File: config.mk
export PLATFORM = sky130hd
export DESIGN_NAME = fetch_queue
export DESIGN_NICKNAME = d
export VERILOG_FILES = /design/src/rtl/fetch_pkg.sv /design/src/rtl/fq_ptr.sv /design/src/rtl/fetch_queue.sv
export SDC_FILE = /design/constraint.sdc
export NUM_CORES = 1
export LEC_CHECK = 0
export ABC_AREA = 1
export BUFFER_PORTS_ARGS = -buffer_cell sky130_fd_sc_hd__buf_4
export CAP_MARGIN = 20
export CORE_MARGIN = 8
export CORE_UTILIZATION = 25
export DETAILED_ROUTE_END_ITERATION = 16
export HOLD_SLACK_MARGIN = 0.02
export SYNTH_ARGS = -nofsm -noshare
export SYNTH_HDL_FRONTEND = slang
export SYNTH_HIERARCHICAL = 1
export SYNTH_SLANG_ARGS = --single-unit
File: constraint.sdc
create_clock -name i_clk -period 6.75 [get_ports i_clk]
set_input_delay 0.675 -clock i_clk [delete_from_list [all_inputs] [get_ports i_clk]]
set_output_delay 0.675 -clock i_clk [all_outputs]
set_load 0.01 [all_outputs]
File: src/rtl/fetch_pkg.sv
// rtl/fetch_pkg.sv - shared types and widths for the instruction fetch queue
package fetch_pkg;

  localparam int INSTR_W = 32;
  localparam int PC_W    = 32;

  typedef struct packed {
    logic [PC_W-1:0]    pc;
    logic [INSTR_W-1:0] instr;
    logic               filled;
  } fq_entry_t;

endpackage

File: src/rtl/fq_ptr.sv
// rtl/fq_ptr.sv - wrap-bit queue pointer with increment and synchronous clear
module fq_ptr #(
  parameter int PTR_W = 3
) (
  input  logic             i_clk,
  input  logic             i_rst_n,
  input  logic             i_clr,
  input  logic             i_inc,
  output logic [PTR_W-1:0] o_ptr
);

  logic [PTR_W-1:0] r_ptr;

  // Clear wins over increment so a redirect always restarts at index 0.
  always_ff @(posedge i_clk or negedge i_rst_n) begin
    if (!i_rst_n)   r_ptr <= '0;
    else if (i_clr) r_ptr <= '0;
    else if (i_inc) r_ptr <= r_ptr + PTR_W'(1);
  end

  assign o_ptr = r_ptr;

endmodule

File: src/rtl/fetch_queue.sv
// rtl/fetch_queue.sv - in-order instruction fetch queue between PC register and decode
module fetch_queue
  import fetch_pkg::*;
#(
  parameter int DEPTH = 4
) (
  input  logic               i_clk,
  input  logic               i_rst_n,
  input  logic [PC_W-1:0]    i_pc_in,
  output logic               o_pc_advance,
  input  logic               i_flush,
  output logic               o_imem_req_valid,
  output logic [PC_W-1:0]    o_imem_req_addr,
  input  logic               i_imem_req_ready,
  input  logic               i_imem_rsp_valid,
  input  logic [INSTR_W-1:0] i_imem_rsp_data,
  output logic               o_instr_valid,
  output logic [INSTR_W-1:0] o_instr_data,
  output logic [PC_W-1:0]    o_instr_pc,
  input  logic               i_instr_ready
);

  localparam int IDX_W = $clog2(DEPTH);
  localparam int PTR_W = IDX_W + 1;

  fq_entry_t        r_entries [DEPTH];
  logic [PTR_W-1:0] r_drop_cnt;

  logic [PTR_W-1:0] w_alloc_ptr;
  logic [PTR_W-1:0] w_fill_ptr;
  logic [PTR_W-1:0] w_head_ptr;
  logic [IDX_W-1:0] w_alloc_idx;
  logic [IDX_W-1:0] w_fill_idx;
  logic [IDX_W-1:0] w_head_idx;
  logic [PTR_W-1:0] w_used;
  logic [PTR_W-1:0] w_in_flight;
  logic [PTR_W:0]   w_occupancy;
  logic             w_req_fire;
  logic             w_rsp_keep;
  logic             w_rsp_drop;
  logic             w_pop;

  assign w_alloc_idx = w_alloc_ptr[IDX_W-1:0];
  assign w_fill_idx  = w_fill_ptr[IDX_W-1:0];
  assign w_head_idx  = w_head_ptr[IDX_W-1:0];

  assign w_used      = w_alloc_ptr - w_head_ptr;
  assign w_in_flight = w_alloc_ptr - w_fill_ptr;
  // Responses still owed to flushed requests occupy memory slots too.
  assign w_occupancy = {1'b0, w_used} + {1'b0, r_drop_cnt};

  assign o_imem_req_valid = i_rst_n && !i_flush && (w_occupancy < (PTR_W+1)'(DEPTH));
  assign o_imem_req_addr  = i_pc_in;
  assign w_req_fire       = o_imem_req_valid && i_imem_req_ready;
  assign o_pc_advance     = w_req_fire;

  assign w_rsp_drop = i_imem_rsp_valid && (r_drop_cnt != '0);
  assign w_rsp_keep = i_imem_rsp_valid && (r_drop_cnt == '0) && !i_flush;

  assign o_instr_valid = r_entries[w_head_idx].filled && !i_flush;
  assign o_instr_data  = r_entries[w_head_idx].instr;
  assign o_instr_pc    = r_entries[w_head_idx].pc;
  assign w_pop         = o_instr_valid && i_instr_ready;

  fq_ptr #(.PTR_W(PTR_W)) u_alloc_ptr (
    .i_clk   (i_clk),
    .i_rst_n (i_rst_n),
    .i_clr   (i_flush),
    .i_inc   (w_req_fire),
    .o_ptr   (w_alloc_ptr)
  );

  fq_ptr #(.PTR_W(PTR_W)) u_fill_ptr (
    .i_clk   (i_clk),
    .i_rst_n (i_rst_n),
    .i_clr   (i_flush),
    .i_inc   (w_rsp_keep),
    .o_ptr   (w_fill_ptr)
  );

  fq_ptr #(.PTR_W(PTR_W)) u_head_ptr (
    .i_clk   (i_clk),
    .i_rst_n (i_rst_n),
    .i_clr   (i_flush),
    .i_inc   (w_pop),
    .o_ptr   (w_head_ptr)
  );

  // A response arriving during the flush cycle is already counted in the in-flight span.
  always_ff @(posedge i_clk or negedge i_rst_n) begin
    if (!i_rst_n) begin
      r_drop_cnt <= '0;
    end else if (i_flush) begin
      r_drop_cnt <= r_drop_cnt + w_in_flight - PTR_W'(i_imem_rsp_valid);
    end else if (w_rsp_drop) begin
      r_drop_cnt <= r_drop_cnt - PTR_W'(1);
    end
  end

  always_ff @(posedge i_clk or negedge i_rst_n) begin
    if (!i_rst_n) begin
      for (int i = 0; i < DEPTH; i++) r_entries[i] <= '0;
    end else if (i_flush) begin
      for (int i = 0; i < DEPTH; i++) r_entries[i].filled <= 1'b0;
    end else begin
      if (w_req_fire) begin
        r_entries[w_alloc_idx].pc     <= i_pc_in;
        r_entries[w_alloc_idx].filled <= 1'b0;
      end
      if (w_rsp_keep) begin
        r_entries[w_fill_idx].instr  <= i_imem_rsp_data;
        r_entries[w_fill_idx].filled <= 1'b1;
      end
      if (w_pop) r_entries[w_head_idx].filled <= 1'b0;
    end
  end

endmodule
Yosys cells after proc, flatten, opt, wreduce, memory -nomap -nowiden
Cells that the tools add are included.
Word-level totals
  flip-flop bits (word level): 272
  bits of input ports: 70
  output and inout bits: 99
Cells by class
  add/sub/neg operators: 9
  magnitude comparators: 7
  multiplexer cells: 35
  bitwise logic cells: 3
  reductions and logical operators: 18
Operator list (count)
  260-bit bitwise mux: 5
  260-bit two-way mux: 5
  65-bit demux with 2-bit select: 5
  65-bit two-way mux: 3
  65-bit binary-select mux with 2-bit select: 1
  33-bit two-way mux: 1
  3-bit two-way mux: 8
  1-bit logical AND: 11
  3-bit by 1-bit adder with 3-bit output, second input constant: 3
  3-bit greater-or-equal comparator, second input constant: 3
  3-bit by 1-bit less-than comparator with 1-bit output, second input constant: 3
  2-bit NOT with 3-bit output: 3
  2-bit nonzero test: 4
  1-bit two-way mux: 7
  3-bit subtractor: 2
  3-bit by 3-bit adder with 4-bit output: 1
  4-bit by 3-bit less-than comparator with 1-bit output, second input constant: 1
  3-bit adder: 1
  3-bit logical NOT: 1
  3-bit nonzero test: 1
  3-bit by 1-bit subtractor with 3-bit output: 1
  3-bit by 1-bit subtractor with 3-bit output, second input constant: 1
  1-bit logical NOT: 1

Logic depth before layout (Yosys ltp)
Gate-level depths: netlist of run 1.
  depth after elaboration: 16
  mapped depth: 15
  depth with buffers taken out: 15

Modules after synthesis
The synthesis of run 1 kept the hierarchy.
By module, submodules not included
  fetch_queue: times used 1, cells an instance 1281, area an instance 12229.2 um^2, sequential area each 6581.3 um^2
  fq_ptr: times used 3, cells an instance 17, area an instance 142.6 um^2, sequential area each 75.1 um^2

Worst setup path before layout of run 1
No wires, ideal clock.
  path kind: input to register
  start: input i_imem_rsp_valid
  end: register r_drop_cnt[2]
  library setup time: 117 ps
  data arrival time: 2804 ps
  data required time: 6633 ps
  slack: 3830 ps
  stages on the path: 14
  path buffers: 0
  path through: inv_1 fa_1 inv_1 fa_1 inv_1 ha_1 inv_1 fa_1 xnor2_1 inv_1 nand3_1 nand3_1 nand2_1 nand2_1
On the way
  word-level cells in the longest chain between the ends: 2
  elaborated cells between the ends (all ways): 4
Ends and longest elaborated chain
  start: declaration: line fetch_queue.sv:15  | input logic i_imem_rsp_valid,
  3-bit by 1-bit subtractor with 3-bit output / 1-bit logical AND (equally long branches): line fetch_queue.sv:94, fetch_queue.sv:57
  3-bit two-way mux / 2-bit nonzero test (equally long branches)
  end signal: assignment: line fetch_queue.sv:94  | r_drop_cnt <= r_drop_cnt + w_in_flight - PTR_W'(i_imem_rsp_valid);
  end signal: assignment: line fetch_queue.sv:96  | r_drop_cnt <= r_drop_cnt - PTR_W'(1);
  end: declaration: line fetch_queue.sv:27  | logic [PTR_W-1:0] r_drop_cnt;
Several ways; a longest one is shown, not always the timed one.
A chain may end at the register's enable or synchronous reset.

Worst setup path after layout of run 1
  start: register u_head_ptr.r_ptr[0], in the netlist u_head_ptr/o_ptr[0]
  end: output o_instr_pc[26]
On the way
  word-level cells in the longest chain between the ends: 4
Ends and longest elaborated chain
  start: declaration: line fq_ptr.sv:12  | logic [PTR_W-1:0] r_ptr;
  start signal: assignment: line fq_ptr.sv:18  | else if (i_inc) r_ptr <= r_ptr + PTR_W'(1);
  2-bit NOT with 3-bit output (implied by the code): line fetch_queue.sv:62  | assign o_instr_pc = r_entries[w_head_idx].pc;
  65-bit binary-select mux with 2-bit select: line fetch_queue.sv:62
  65-bit two-way mux (implied by the code) (2 in series): line fetch_queue.sv:62
  end: declaration: line fetch_queue.sv:19  | output logic [PC_W-1:0] o_instr_pc,
No other way between the ends. The select of a mux whose other input is x is not followed.

==> metrics.yaml, run 1 <==
status: "complete, no violations"
drv_slew: 0
power_density_nw_per_um2: 331
finalHoldViolCount: 0
netlist_area_sq_um: 12700
ys_seq_area_frac: 0.538
slew_headroom: 0.366
dp_hpwl_mm: 20.1
boundaryPins: 169
pre_cts_slack_ns: 3.58
async_flop_share: 1.00
fin_crit_ns: 3.71
fin_crit_sh: 0.549
vdd_drop_max_uv: 188
cp-start-kind: "register"
antenna_found_initial: 0
hold_path_class: "in -> async"
synthFlopType: "dfrtp_1"
critPathRequiredTime_ns: 6.07
num_rows: 82
cts.sinks: 272
setup_viol: 0
die_height_microns: 241
fmax_ghz: 0.270
place_congestion: 0.731
clk_pin_slew_ns: 0.06
die_w_microns: 241
clock_path_buffers: 3
clk_root_buffer_cell: "clkbuf_16"
worst_slew_pin_slew_ns: 0.949
post_cts_buffers: 0
arrival_ns: 3.03
cts_tree: "yes"
port_buffers: 168
critPathMaxFanout: 36
maxCapViolCount: 0
setup_ws_ns: 3.04
clkLatencyLatePin_ns: 0.56
areaGrowthSynthToFinish_pct: 19.2
ctsHoldBuffers: 0
dieArea_sq_um: 58100
first_pass_iters: 5
grt_usage: 0.110
fillers: 5308
post-route-drc-count: 0
synth.ff_latch_count: 272
start_util: 0.253
grt_max_degree: 76
synth.distinct_cells: 33
clock_skew_ns: 0.0105
path_class: "reg -> out"
post_cts_resized: 0
grt_overflow_total: 0
viasPerCell: 4.49
synthCells: 1332
grt_pass1_wl_mm: 52.6
cp-end-kind: "output port"
core_sq_um: 50100
synth_edf_count: 0
syn_avg_cell_area_sq_um: 9.50
fin_area_sq_um: 15100
cts_made_buffers: 31
htree_num_levels: 1
grt_pass1_vias: 9778
drive_gt1_frac: 0.251
drt-initial-drc-count: 634
routed_wl_mm: 32.4
ys_warn_count: 6
cellLeakagePower_nw: 7.24
wl_per_cell_microns: 15.2
nets: 1519
via_count: 9552
num_antenna_cells: 0
ant_nets: 0
synth_nets: 1416
setup_tns_ns: 0
placed_cell_area_sq_um: 14100
rsz0062_at_grt: "no"
-- critical path: stages (launching register included) --
cell	delay (ns)
dfrtp_1	0.53
inv_1	0.17
nor2_4	0.73
buf_4	0.60
a22oi_1	0.13
nand3_1	0.15
buf_4	0.14
-- cells in the final DEF (no fill, tap or decap), types with 7 or more instances in the layout --
cell type	n
nand2_1	357
dfrtp_1	272
buf_4	181
o21ai_1	163
a22oi_1	112
o21ai_2	94
inv_1	93
clkbuf_16	31
nand3_1	29
nor2_1	19
nand2_2	19
inv_2	9
ha_1	9
nand4_1	7
clkinv_2	7
-- cell type report --
class	instances	area (sq um)	share of cell area
Sequential cell	272	6810	0.451
Multi-Input combinational cell	844	4670	0.310
Timing Repair Buffer	183	1400	0.0929
Clock buffer	42	877	0.0582
Tap cell	672	841	0.0557
Inverter	103	387	0.0256
Clock inverter	12	97.6	0.00647
-- report_power, final --
group	internal [mW]	switching [mW]	total, mW	leakage, nW
Combinational	0.627	0.667	1.29	3.06
Clock	0.940	0.669	1.61	0.481
Sequential	1.92	0.167	2.08	3.70
Total	3.48	1.50	4.99	7.24
-- per-stage QoR --
stage	total power [mW]	util	hold slack (ns)	cells
2_1_floorplan	2.86	-	0.379	1332
3_3_place_gp	3.40	0.281	0.464	2073
3_5_place_dp	3.43	0.281	0.467	2073
4_1_cts	5.09	0.301	0.0718	2127
5_1_grt	5.32	0.301	0.0957	2128
6_report	4.99	0.301	0.0761	2128
-- cell usage after synthesis, drive strengths merged, types with 5 or more instances --
cell type | instances | area share
nor3 | 6 | 0.0063
a21oi | 6 | 0.0024
clkbuf | 11 | 0.0033
a22oi | 112 | 0.066
ha | 9 | 0.0089
nor2 | 22 | 0.0067
nand4 | 7 | 0.0035
fa | 5 | 0.0079
buf | 102 | 0.061
nand3 | 31 | 0.014
dfrtp | 272 | 0.54
o21ai | 262 | 0.13
nand2 | 376 | 0.12
inv | 102 | 0.030
-- path summary, 6_finish.rpt --
check,from,endpoint,slack (ns),cells past startpoint
min in group i_clk,i_imem_rsp_data[1],register,0.42,3
max reg2reg,u_alloc_ptr/o_ptr[0],register,3.64,13
min,i_rst_n,async pin,0.08,1
min reg2reg,register,register,0.48,2
max in group asynchronous,i_rst_n,async pin,4.53,3
max,u_head_ptr/o_ptr[0],o_instr_pc[26],3.04,6
-- routing by layer --
layer  global-route usage  up-vias  wire length [microns]  share of wire
met2                0.183      243                  15100           0.46
met5                    0        -                      0              0
met1                0.145     4613                  14700           0.45
met4               0.0296        0                    743          0.023
met3               0.0234       51                   1970          0.061
li1                     -     4645                      -              -
-- cell families (layout without fill, tap and decap cells) --
kind of cell,after synthesis,after routing,share of synthesized area
xor gates and xnor gates,4,4,0.00277
and+or+nand+nor,444,444,0.146
buffers and inverters,216,340,0.0948
adders and majority gates,14,14,0.0168
AOI/OAI and AO/OA,382,382,0.201
DFF,272,272,0.538
Note: power is estimated with default switching activity, not from simulation.
==> run 2, diff against run 1 <==
ABC_AREA = 0   (was 1)
clock period = 3.2 ns   (was 6.75 ns; I/O delays follow)
==> metrics.yaml, run 2 <==
status: "complete, no violations"
dieArea_sq_um: 57300  # -1.4%
place_congestion: 0.693  # -5.2%
dp_hpwl_mm: 18.2  # -9.2%
power_density_nw_per_um2: 709  # +110%
clkLatencyLatePin_ns: 0.54  # -0.02 ns
syn_avg_cell_area_sq_um: 16.3  # +72%
num_rows: 82  # unchanged
power.total_mw: 11.3  # +130%
start_util: 0.251  # -0.00179
drt-initial-drc-count: 274  # -57%
async_flop_share: 1.00  # unchanged
critPathRequiredTime_ns: 3.61  # -2.46 ns
critPathMaxFanout: 32  # -11%
path_cells: "inv_2 > ha_1 > inv_1 > fa_2 > xnor2_1 > ha_1 > nor4_4 > nand4_4 > buf_8 > buf_4 > nor3_4 > buf_12 > mux2_2"
ys_warn_count: 6  # unchanged
die_height_microns: 239  # -0.71%
cp_common_cell: "ha_1"
synth_commonest_cells: "dfrtp_1, mux2_2, mux4_2, buf_4, mux2_4"
ys_top_cells_by_area: "dfrtp_1, mux2_2, mux4_2, mux2_4, buf_4"
crit_path_top_delay_cell: "dfrtp_1"
port_buffers: 168  # unchanged
hold_path_class: "in -> reg"
slew_headroom: 0.347  # -0.0188
drive_gt1_frac: 0.599  # +0.348
synth.distinct_cells: 38  # +15%
clock_path_buffers: 3  # unchanged
cellLeakagePower_nw: 7.42  # +2.4%
drv_slew: 0  # unchanged
synthFlopType: "dfrtp_1"
htree_num_levels: 2  # +1
grt_usage: 0.105  # -0.00532
core_sq_um: 49700  # -0.82%
grt_pass1_vias: 7991  # -18%
cp-start-kind: "register"
rsz0062_at_grt: "yes"
routed_wl_mm: 29.8  # -8.1%
first_pass_iters: 4  # -1
r2r_slack_ns: 0.06  # -3.58 ns
boundaryPins: 169  # unchanged
cp-end-kind: "register"
synth_nets: 847  # -40%
die_w_microns: 239  # -0.71%
grt_pass1_wl_mm: 47.5  # -9.7%
viasPerCell: 4.34  # -3.3%
ant_nets: 0  # unchanged
netlist_area_sq_um: 12500  # -1.5%
synth.most_common_cell: "dfrtp_1"
dp_cells: 1551  # -25%
clock_skew_ns: 0.0245  # +0.0140 ns
setup_viol: 0  # unchanged
wl_per_cell_microns: 18.1  # +19%
grt_overflow_total: 0  # unchanged
clk_pin_slew_ns: 0.06  # about the same
post-route-drc-count: 0  # unchanged
path_buf_inv: 5  # +2
cpLargestDelayFamily: "adder cells"
grt_max_degree: 155  # +100%
finalHoldViolCount: 0  # unchanged
vdd_drop_max_uv: 499  # +170%
clk_root_buffer_cell: "clkbuf_16"
worst_slew_pin_slew_ns: 0.980  # +0.0305 ns
layout_common_cells: "dfrtp_1, mux2_2, buf_4"
nets: 1031  # -32%
fmax_ghz: 0.318
synth.ff_latch_count: 272  # unchanged
path_class: "reg -> reg"
cts_tree: "yes"
final_common_cell: "dfrtp_1"
fin_crit_sh: 0.981
ys_seq_area_frac: 0.546  # +0.00831
cp_slowest_stage_delay_ns: 0.39  # -0.34 ns
areaGrowthSynthToFinish_pct: 27.9
antenna_found_initial: 1  # +1
final_cells: 1643  # -23%
arrival_ns: 3.55  # +0.52 ns
cts.sinks: 272  # unchanged
synthCells: 763  # -43%
synth_top_area_frac: 0.546  # +0.00831
synth_edf_count: 0  # unchanged
via_count: 7134  # -25%
yosysTopAreaCell: "dfrtp_1"
cts_made_buffers: 34  # +9.7%
fin_crit_ns: 3.14
maxCapViolCount: 0  # unchanged
==> run 2: cell count changes in the layout (fill, tap and decap cells not counted), moves of 38 or more <==
cell     change
inv_1       -80
nand2_1    -352
o21ai_1    -163
a22oi_1    -112
mux4_2      +65
mux2_2     +216
mux2_4      +38
o21ai_2     -94
==> run 2: per-stage QoR <==
stage          setup slack [ns]  TNS, ns   util  area, sq um  hold slack [ns]
2_1_floorplan            0.0289        0      -        12500           0.0244
3_3_place_gp              0.154        0  0.291        14400            0.239
3_5_place_dp              0.102        0  0.291        14400            0.245
4_1_cts                  0.0102        0  0.319        15800           0.0200
5_1_grt                 -0.0763    -2.23  0.321        15900           0.0341
6_report                 0.0594        0  0.321        15900           0.0543
==> run 2: power by group <==
part,internal (mW),total (mW),switching (mW)
logic,1.85,3.04,1.19
clock network,2.25,3.75,1.50
registers,4.14,4.51,0.367
==> run 2: final cells by class <==
type | count | area (sq um)
fill | 4926 | 33700
timing repair buffer | 222 | 1900
clock buffer | 48 | 953
antenna | 1 | 2.50
tap | 672 | 841
sequential | 272 | 6810
multi-input combinational | 402 | 5240
clock inverter | 11 | 133
inverter | 15 | 61.3
==> run 2: worst register-to-register path: cells and delay by family, from the launching register on <==
kind / cells / cell delay, ns
xor gates and xnor gates: 1 / 0.13
adders and majority gates: 3 / 0.80
buffers and inverters: 5 / 0.66
DFF: 1 / 0.39
muxes: 1 / 0.41
and+or+nand+nor: 3 / 0.61
==> run 2: cells by family after synthesis <==
group                    Yosys count  synth area share
multiplexers                     325             0.361
flip-flops                       272             0.546
buffers and inverters             89            0.0401
adder cells (fa/ha/maj)           14            0.0171
AND/OR/NAND/NOR                   32            0.0162
AO/OA/AOI/OAI                     22            0.0122
XOR/XNOR                           9           0.00743
==> run 2: repair_timing <==
action	in CTS	in global routing
gates resized for setup	7	15
setup buffers	0	2
endpoints found under the hold margin	109	0
setup endpoints to repair	33	4
pin swaps	1	6
hold buffers	29	0
==> run 2: per-layer routing <==
layer  track usage  part of all wire
met5             0                 0
met2         0.166              0.46
met4        0.0318             0.020
met3        0.0390             0.078
met1         0.133              0.44
==> run 2: worst paths after layout <==
kind | cells after the start | start | to
worst max-delay path | 13 | u_alloc_ptr/o_ptr[0] | register
worst min-delay path | 2 | i_imem_rsp_data[9] | register
worst max register to register | 13 | u_alloc_ptr/o_ptr[0] | register
worst min register to register | 1 | register | register
max in group asynchronous | 3 | i_rst_n | async pin
min in group asynchronous | 2 | i_rst_n | async pin
